`config.mk`:
```
export PLATFORM = sky130hd
export DESIGN_NAME = mem_port_ctrl
export DESIGN_NICKNAME = d
export VERILOG_FILES = /design/src/rtl/mem_port_ctrl.sv
export SDC_FILE = /design/constraint.sdc
export NUM_CORES = 1
export LEC_CHECK = 0
export BUFFER_PORTS_ARGS = -buffer_cell sky130_fd_sc_hd__buf_2
export CAP_MARGIN = 20
export CORE_MARGIN = 5
export CORE_UTILIZATION = 50
export DETAILED_ROUTE_END_ITERATION = 16
export PLACE_DENSITY = 0.8
export SYNTH_ARGS = -nofsm -noshare
export SYNTH_HDL_FRONTEND = slang
export SYNTH_SLANG_ARGS = --single-unit
export TNS_END_PERCENT = 50
```
`constraint.sdc`:
```
create_clock -name clk -period 2.7 [get_ports clk]
set_clock_uncertainty 0.05 [all_clocks]
set_input_delay 0.27 -clock clk [delete_from_list [all_inputs] [get_ports clk]]
set_output_delay 0.27 -clock clk [all_outputs]
set_load 0.01 [all_outputs]
```
`src/rtl/mem_port_ctrl.sv`:
```
// mem_port_ctrl: single-port memory controller sitting between the multicycle
// datapath and a ready/valid memory bus. Owns IR, old-PC and load-data (DR)
// registers, formats store strobes/data and load data, and stalls the control
// FSM while a bus transaction is outstanding.
//
// state | meaning
// IDLE  | waiting for irwrite/memwrite/memread; stall follows the request lines
// REQ   | bus_req_valid high, address/we/strobe/data held until bus_req_ready
// RESP  | fetch/load accepted, waiting for bus_rsp_valid
// DONE  | one unstalled cycle; error pulses are visible here
module mem_port_ctrl #(
    parameter int ADDR_W  = 32,
    parameter int TIMEOUT = 255
) (
    input  logic              clk,
    input  logic              reset,
    input  logic [ADDR_W-1:0] adr,
    input  logic [31:0]       pc,
    input  logic [31:0]       wdata,
    input  logic [2:0]        funct3,
    input  logic              irwrite,
    input  logic              memwrite,
    input  logic              memread,
    output logic              stall,
    output logic [31:0]       instr,
    output logic [31:0]       oldpc,
    output logic [31:0]       rdata_q,
    output logic              misalign_err,
    output logic              bus_err,
    output logic              proto_err,
    output logic              bus_req_valid,
    input  logic              bus_req_ready,
    output logic [ADDR_W-1:0] bus_addr,
    output logic              bus_we,
    output logic [3:0]        bus_wstrb,
    output logic [31:0]       bus_wdata,
    input  logic              bus_rsp_valid,
    input  logic [31:0]       bus_rdata
);

    // Watchdog is a down-counter loaded with TIMEOUT-1 so that the abort lands
    // after exactly TIMEOUT cycles spent in REQ or RESP.
    localparam int WD_W = (TIMEOUT > 2) ? $clog2(TIMEOUT) : 1;
    localparam logic [WD_W-1:0] WD_LOAD = WD_W'((TIMEOUT > 0) ? TIMEOUT - 1 : 0);

    typedef enum logic [1:0] {IDLE, REQ, RESP, DONE} state_t;
    typedef enum logic [1:0] {K_FETCH, K_STORE, K_LOAD} kind_t;

    state_t          state;
    kind_t           kind_q;
    kind_t           kind_new;
    logic [1:0]      off_q;
    logic [2:0]      f3_q;
    logic [31:0]     pc_q;
    logic [WD_W-1:0] wd_cnt;

    logic        any_req;
    logic        multi_req;
    logic        is_byte;
    logic        is_half;
    logic        misaligned;
    logic        wd_expired;
    logic [3:0]  strb_new;
    logic [31:0] wdata_new;
    logic [7:0]  load_byte;
    logic [15:0] load_half;
    logic [31:0] load_data;

    assign any_req    = irwrite | memwrite | memread;
    assign multi_req  = (irwrite & memwrite) | (irwrite & memread) | (memwrite & memread);
    assign is_byte    = (funct3 == 3'b000) || (funct3 == 3'b100);
    assign is_half    = (funct3 == 3'b001) || (funct3 == 3'b101);
    assign wd_expired = (TIMEOUT != 0) && (wd_cnt == '0);
    assign stall      = ((state == IDLE) && any_req) || (state == REQ) || (state == RESP);

    // Decode the incoming request: winner by priority, alignment, store lanes.
    always_comb begin
        kind_new   = K_LOAD;
        misaligned = 1'b0;
        strb_new   = 4'b0000;
        wdata_new  = wdata;
        if (irwrite) begin
            kind_new   = K_FETCH;
            misaligned = (adr[1:0] != 2'b00);
        end else begin
            if (memwrite) kind_new = K_STORE;
            if (is_byte)      misaligned = 1'b0;
            else if (is_half) misaligned = adr[0];
            else              misaligned = (adr[1:0] != 2'b00);
            if (memwrite) begin
                if (is_byte) begin
                    strb_new  = 4'b0001 << adr[1:0];
                    wdata_new = {4{wdata[7:0]}};
                end else if (is_half) begin
                    strb_new  = 4'b0011 << adr[1:0];
                    wdata_new = {2{wdata[15:0]}};
                end else begin
                    strb_new  = 4'b1111;
                end
            end
        end
    end

    // Pick the addressed lane out of the read word and extend it.
    always_comb begin
        load_byte = bus_rdata[{off_q, 3'b000} +: 8];
        load_half = off_q[1] ? bus_rdata[31:16] : bus_rdata[15:0];
        case (f3_q)
            3'b000:  load_data = {{24{load_byte[7]}}, load_byte};
            3'b100:  load_data = {24'h0, load_byte};
            3'b001:  load_data = {{16{load_half[15]}}, load_half};
            3'b101:  load_data = {16'h0, load_half};
            default: load_data = bus_rdata;
        endcase
    end

    // Transaction FSM with registered bus outputs, capture registers and pulses.
    always_ff @(posedge clk) begin
        if (reset) begin
            state         <= IDLE;
            kind_q        <= K_FETCH;
            off_q         <= 2'b00;
            f3_q          <= 3'b000;
            pc_q          <= '0;
            wd_cnt        <= '0;
            instr         <= '0;
            oldpc         <= '0;
            rdata_q       <= '0;
            misalign_err  <= 1'b0;
            bus_err       <= 1'b0;
            proto_err     <= 1'b0;
            bus_req_valid <= 1'b0;
            bus_addr      <= '0;
            bus_we        <= 1'b0;
            bus_wstrb     <= 4'b0000;
            bus_wdata     <= '0;
        end else begin
            misalign_err <= 1'b0;
            bus_err      <= 1'b0;
            case (state)
                IDLE: begin
                    if (any_req) begin
                        kind_q    <= kind_new;
                        off_q     <= adr[1:0];
                        f3_q      <= funct3;
                        pc_q      <= pc;
                        bus_addr  <= {adr[ADDR_W-1:2], 2'b00};
                        bus_we    <= (kind_new == K_STORE);
                        bus_wstrb <= strb_new;
                        bus_wdata <= wdata_new;
                        if (multi_req) proto_err <= 1'b1;
                        if (misaligned) begin
                            misalign_err <= 1'b1;
                            state        <= DONE;
                        end else begin
                            bus_req_valid <= 1'b1;
                            wd_cnt        <= WD_LOAD;
                            state         <= REQ;
                        end
                    end
                end
                REQ: begin
                    if (bus_req_ready) begin
                        bus_req_valid <= 1'b0;
                        if (kind_q == K_STORE) begin
                            state <= DONE;
                        end else if (bus_rsp_valid) begin
                            if (kind_q == K_FETCH) begin
                                instr <= bus_rdata;
                                oldpc <= pc_q;
                            end else begin
                                rdata_q <= load_data;
                            end
                            state <= DONE;
                        end else begin
                            wd_cnt <= WD_LOAD;
                            state  <= RESP;
                        end
                    end else if (wd_expired) begin
                        bus_req_valid <= 1'b0;
                        bus_err       <= 1'b1;
                        state         <= DONE;
                    end else if (wd_cnt != '0) begin
                        wd_cnt <= wd_cnt - WD_W'(1);
                    end
                end
                RESP: begin
                    if (bus_rsp_valid) begin
                        if (kind_q == K_FETCH) begin
                            instr <= bus_rdata;
                            oldpc <= pc_q;
                        end else begin
                            rdata_q <= load_data;
                        end
                        state <= DONE;
                    end else if (wd_expired) begin
                        bus_err <= 1'b1;
                        state   <= DONE;
                    end else if (wd_cnt != '0) begin
                        wd_cnt <= wd_cnt - WD_W'(1);
                    end
                end
                default: begin
                    state <= IDLE;
                end
            endcase
        end
    end

endmodule

```
==> impl_metrics.tcl, run 1 <==
set metrics [dict create \
    crit_fanout 32 \
    pin_count 308 \
    post-dp-hpwl_mm 19.2 \
    r2r-start "state[1]" \
    status "finished clean" \
    cts-buffers-inserted 23 \
    grt_use_total_pct 28.8 \
    gp_congestion 0.881 \
    post_cts_resized 0 \
    fmax_mhz 414 \
    min_period_ns 2.42 \
    power_density_mw_per_mm2 1000 \
    ys_ff_latch 215 \
    core_sq_mm 0.0171 \
    synth.most_common_cell "nand2_1" \
    num_vias 9371 \
    synth_common_cells "nand2_1 (335), dfxtp_1 (215), a21oi_1 (179)" \
    crit_end "oldpc[2]" \
    clk_path_buf_depth 3 \
    path_clk_slew_ns 0.06 \
    synth-edff-count 0 \
    drc_errors 0 \
    synth_top_area_share_pct 49.8 \
    setup_slack_ns 0.284 \
    utilization_pct 70.5 \
    rsz0062_at_grt "no" \
    pre_cts_ws_ns 0.337 \
    async_reset_ff_share_pct 0 \
    row_count 48 \
    critical_path_class "reg2reg" \
    die_h_microns 142 \
    firstDrtPassIters 5 \
    required_ns 3.01 \
    grt.overflow.total 0 \
    via_per_inst 5.55 \
    syn_avg_cell_area_sq_um 7.95 \
    cts_sinks 215 \
    endpoint_kind "flip-flop" \
    synth_cells 1088 \
    cts_tree "done" \
    grt_max_degree 71 \
    r2r_cells 7 \
    finalSetupViolCount 0 \
    antenna_left 0 \
    h-tree-depth 1 \
    crit_start "state[1]" \
    clk_latency_ns 0.50 \
    slew_viol_final 0 \
    antenna_found_initial 3 \
    slew_headroom_pct 53.1 \
    r2r_setup_slack_ns 0.28 \
    fp.dieArea_sq_mm 0.0200 \
    timing.rr.end "oldpc[2]" \
    placedCellCount 1553 \
    grt_pass1_vias 9031 \
    start_util_pct 50.5 \
    layout.cells.non_filler 1689 \
    netlist_top_cells_area "dfxtp_1 (50%), nand2_1 (15%), a21oi_1 (10%), clkbuf_1 (3.1%), nor2_1 (3.1%)" \
    vdd_drop_max_mv 0.684 \
    max_cap_violations 0 \
    syn_to_final_growth_pct 39.5 \
    routedWlPerCell_microns 18.0 \
    die_x_microns 142 \
    yosysUniqueCellTypes 55 \
    nets 1592 \
    cp_data_arrival_time_ns 2.72 \
    finalCritPeriodShare_pct 89.5 \
    netlist_area_sq_mm 0.00865 \
    drt_iter0_markers 579 \
    hold_class "in2reg" \
    cts-root-buf "clkbuf_16" \
    ys_warn_count 0 \
    drive_gt1_share_pct 26.1 \
    synth.yosys.seq_area_share_pct 49.8 \
    startpoint_type "flip-flop" \
    p_leak_nw 5.25 \
    yosysTopAreaCell "dfxtp_1" \
    port_buffers 305 \
    routed_wirelength_mm 30.4 \
    setup_tns_ns 0 \
    ys.flop_type "dfxtp_1" \
    hold_buffers 91 \
    worst_slew_pin_slew_ns 0.703 \
    grt_pass1_wl_mm 47.1 \
    finalHoldViolations 0 \
    cts_setup_buffers 0 \
]
[sequential cells by signal (all words and copies together) (netlist names)]
name,flops
pc_q,32
f3_q,3
bus_addr,30
bus_wstrb,4
bus_err,1
proto_err,1
rdata_q,32
misalign_err,1
bus_wdata,32
off_q,2
bus_req_valid,1
wd_cnt,8
state,2
bus_we,1
instr,32
oldpc,32
kind_q,1
[layout by cell type (no fill, tap or decap), drive strengths merged, types with 5 or more instances in the layout]
cell type,synthesis,final
a211oi,28,28
a221oi,7,7
buf,14,325
ha,10,10
clkbuf,72,35
o211ai,8,8
o221ai,5,5
nor2,72,72
o21ai,17,17
a21oi,179,179
a2bb2oi,6,6
a222oi,8,8
inv,14,14
nor2b,5,5
dlygate4sd3,0,91
mux2i,25,25
nor3,18,18
dfxtp,215,215
nand2,335,335
[metrics by stage]
| stage | hold slack (ns) | area [sq um] | power [mW] |
|---|---|---|---|
| global placement | 0.387 | 10400 | 8.62 |
| floorplan | 0.356 | 8650 | 7.16 |
| finish | 0.0138 | 12100 | 12.1 |
| detailed placement | 0.393 | 10400 | 8.72 |
| CTS | 0.00106 | 12100 | 12.0 |
| global route | 0.00157 | 12100 | 12.8 |
[per-layer routing]
metal	global-route usage [%]	routed length (microns)	vias up
met5	0	0	-
met4	14.5	1540	0
met3	7.62	3280	126
met2	48.8	14500	554
met1	33.6	11100	4300
li1	-	-	4391
[critical path: stages (launching register included)]
cell,delay (ns)
dfxtp_1,0.43
inv_1,0.09
ha_1,0.37
nand2_1,0.16
or4_2,0.65
buf_4,0.28
nand2_1,0.14
a21oi_1,0.09
[power by group]
group / switching [mW] / internal (mW)
combinational: 2.86 / 1.64
clock: 1.27 / 1.93
sequential: 0.498 / 3.93
total: 4.62 / 7.49
[how the worst min path moves through the flow]
| stage | startpoint | to | depth (start not counted) | slack, ns |
|---|---|---|---|---|
| after global routing | bus_rdata[22] | instr[22] | 3 | 0.002 |
| after global placement | pc_q[19] | oldpc[19] | 2 | 0.39 |
| after CTS | wdata[11] | bus_wdata[11] | 3 | 0.001 |
| final | adr[14] | bus_addr[14] | 3 | 0.01 |
| after floorplan | pc[0] | pc_q[0] | 2 | 0.36 |
| after detailed placement | oldpc[14] | oldpc[14] | 2 | 0.39 |
[cell type report]
type / count / area, sq um
clock buffer: 35 / 721
inverter: 14 / 52.6
sequential: 215 / 4300
fill: 1257 / 5050
multi-input combinational: 774 / 3990
clock inverter: 6 / 60.1
antenna: 4 / 10.0
timing repair buffer: 416 / 2640
tap: 225 / 282
[cells by family (layout without fill, tap and decap cells)]
group           Yosys count  in the layout  share of synthesized area (%)
simple gates            457            457                           21.5
compound gates          275            275                           19.0
flops                   215            215                           49.8
buf+inv                 100            471                           4.53
mux                      29             29                           3.54
fa+ha+maj                11             11                           1.56
other cells               1              6                         0.0434
No activity file was read; power rests on OpenSTA's default activity.
==> inputs of run 2 (changes only) <==
--- a/config.mk
+++ b/config.mk
@@ -10,6 +10,7 @@
 export CORE_MARGIN = 5
 export CORE_UTILIZATION = 50
 export DETAILED_ROUTE_END_ITERATION = 16
+export HOLD_SLACK_MARGIN = 0.15
 export PLACE_DENSITY = 0.8
 export SYNTH_ARGS = -nofsm -noshare
 export SYNTH_HDL_FRONTEND = slang
==> run 2 against run 1 <==
Largest power group unchanged. Count of clock-buffer cells in the layout stayed put. Via count is 5.1% higher. Total power up 3.2%. Die area is the same. Final area rose by 5.7%. Flip-flop and latch count did not move.
==> impl_metrics.tcl, run 2 (same netlist as run 1, synthesis figures left out) <==
set metrics [dict create \
    grt_pass1_wl_mm 51.3 \
    die_h_microns 142 \
    via_per_inst 5.60 \
    setup_slack_ns 0.0185 \
    finalCritPeriodShare_pct 99.3 \
    startpoint_type "input port" \
    hold_path_depth 4 \
    gp_congestion 0.881 \
    drc_errors 0 \
    cts-root-buf "clkbuf_16" \
    slew_viol_final 0 \
    drive_gt1_share_pct 25.2 \
    nets 1661 \
    p_leak_nw 5.57 \
    clk_path_buf_depth 3 \
    port_buffers 305 \
    crit_fanout 22 \
    routed_wirelength_mm 33.2 \
    busiest_layer "met2" \
    min_period_ns 2.68 \
    antenna_left 0 \
    r2r-start "state[0]" \
    power_density_mw_per_mm2 980 \
    row_count 48 \
    r2r_cells 7 \
    n_fill_cell 1109 \
    endpoint_kind "flip-flop" \
    cpMostUsedCell "dlygate4sd3_1" \
    cts-buffers-inserted 23 \
    grt.overflow.total 0 \
    cts_tree "done" \
    required_ns 3.01 \
    firstDrtPassIters 6 \
    h-tree-depth 1 \
    status "finished clean" \
    pre_cts_ws_ns 0.337 \
    pin_count 308 \
    post-dp-hpwl_mm 19.2 \
    critical_path_class "in2reg" \
    met3_usage_pct 7.55 \
    path_clk_slew_ns 0.06 \
    core_sq_mm 0.0171 \
    min_to "state[1]" \
    finalSetupViolCount 0 \
    final_cell_mix "nand2_1 (335), buf_2 (304), dfxtp_1 (215)" \
    cp_slowest_cell "dlygate4sd3_1" \
    grt_use_total_pct 31.6 \
    grt_pass1_vias 9768 \
    drt_iter0_markers 753 \
    cp_data_arrival_time_ns 2.99 \
    fmax_mhz 373 \
    grt_max_degree 71 \
    hold_start "irwrite" \
    slew_headroom_pct 55.8 \
    rsz0062_at_grt "no" \
    cts_sinks 215 \
    final_common_cell "nand2_1" \
    hold_class "in2reg" \
    vdd_drop_max_mv 0.739 \
    finalHoldViolations 0 \
    timing.rr.end "bus_wdata[8]" \
    crit_chain "dlygate4sd3_1, buf_2, nor3_1, nand2b_4, a21oi_2, a222oi_1, dlygate4sd3_1, nor2_1" \
    gr-usage-met1_pct 36.6 \
    r2r_setup_slack_ns 0.14 \
    setup_tns_ns 0 \
    die_x_microns 142 \
    syn_to_final_growth_pct 47.4 \
    start_util_pct 50.5 \
    worst_slew_pin_slew_ns 0.661 \
    fp.dieArea_sq_mm 0.0200 \
    cp_slowest_stage_delay_ns 0.62 \
    max_cap_violations 0 \
    clk_latency_ns 0.50 \
    antenna_found_initial 1 \
    routedWlPerCell_microns 18.9 \
    num_vias 9846 \
    met2_usage_pct 55.0 \
]
-- run 2: cell types whose count changed in the layout (fill, tap and decap cells not counted) --
cell           delta
dlygate4sd3_1    +67
buf_4             +2
a21oi_1           -1
a21oi_2           +1
diode_2           -1
ha_1              -1
ha_2              +1
-- run 2: worst max-delay path by stage --
stage / from / end / slack [ns]
after floorplan: state[1] / rdata_q[20] / 0.48
after global placement: state[1] / rdata_q[30] / 0.42
after detailed placement: state[1] / rdata_q[30] / 0.34
after CTS: state[0] / bus_addr[14] / 0.02
after global routing: memwrite / bus_wdata[8] / 0.01
final: memwrite / bus_wdata[8] / 0.02
-- run 2: layout make-up --
type | instances | area [sq um] | area share, %
Antenna cell | 3 | 7.51 | 0.0589
Clock inverter | 6 | 60.1 | 0.471
Inverter | 14 | 52.6 | 0.412
Tap cell | 225 | 282 | 2.21
Timing Repair Buffer | 485 | 3330 | 26.1
Sequential cell | 215 | 4300 | 33.8
Clock buffer | 35 | 721 | 5.65
Multi-Input combinational cell | 774 | 4000 | 31.3
-- run 2: critical path, delay by kind of cell --
family	cells	cell delay (ns)
buf+inv	3	1.33
compound gates	2	0.50
simple gates	3	0.87
-- run 2: report_power, final --
group | internal [mW] | switching, mW | total (mW)
combinational | 1.82 | 3.01 | 4.83
clock | 1.93 | 1.27 | 3.20
sequential | 3.93 | 0.534 | 4.46
total | 7.68 | 4.82 | 12.5
-- run 2: per-layer routing --
| layer | part of all wire [%] | vias to the layer above |
|---|---|---|
| met5 | 0 | - |
| met4 | 4.8 | 0 |
| met3 | 11 | 131 |
| met2 | 48 | 690 |
| met1 | 35 | 4491 |
| li1 | - | 4534 |
-- run 2: repair_timing --
action	in CTS	in global routing
hold buffers	158	0
buffers inserted	0	2
endpoints found under the hold margin	176	0
setup endpoints to repair	0	22
resized for setup	0	2
-- run 2: stage by stage --
step	util, %	cell area, sq um	power (mW)	std cells	hold WS [ns]
after detailed placement	60.5	10400	8.72	1553	0.393
after global routing	74.5	12700	13.1	1755	0.228
after CTS	74.3	12700	12.2	1752	0.175
after global placement	60.5	10400	8.62	1553	0.387
after floorplan	-	8650	7.16	1089	0.356
final	74.5	12800	12.5	1757	0.204
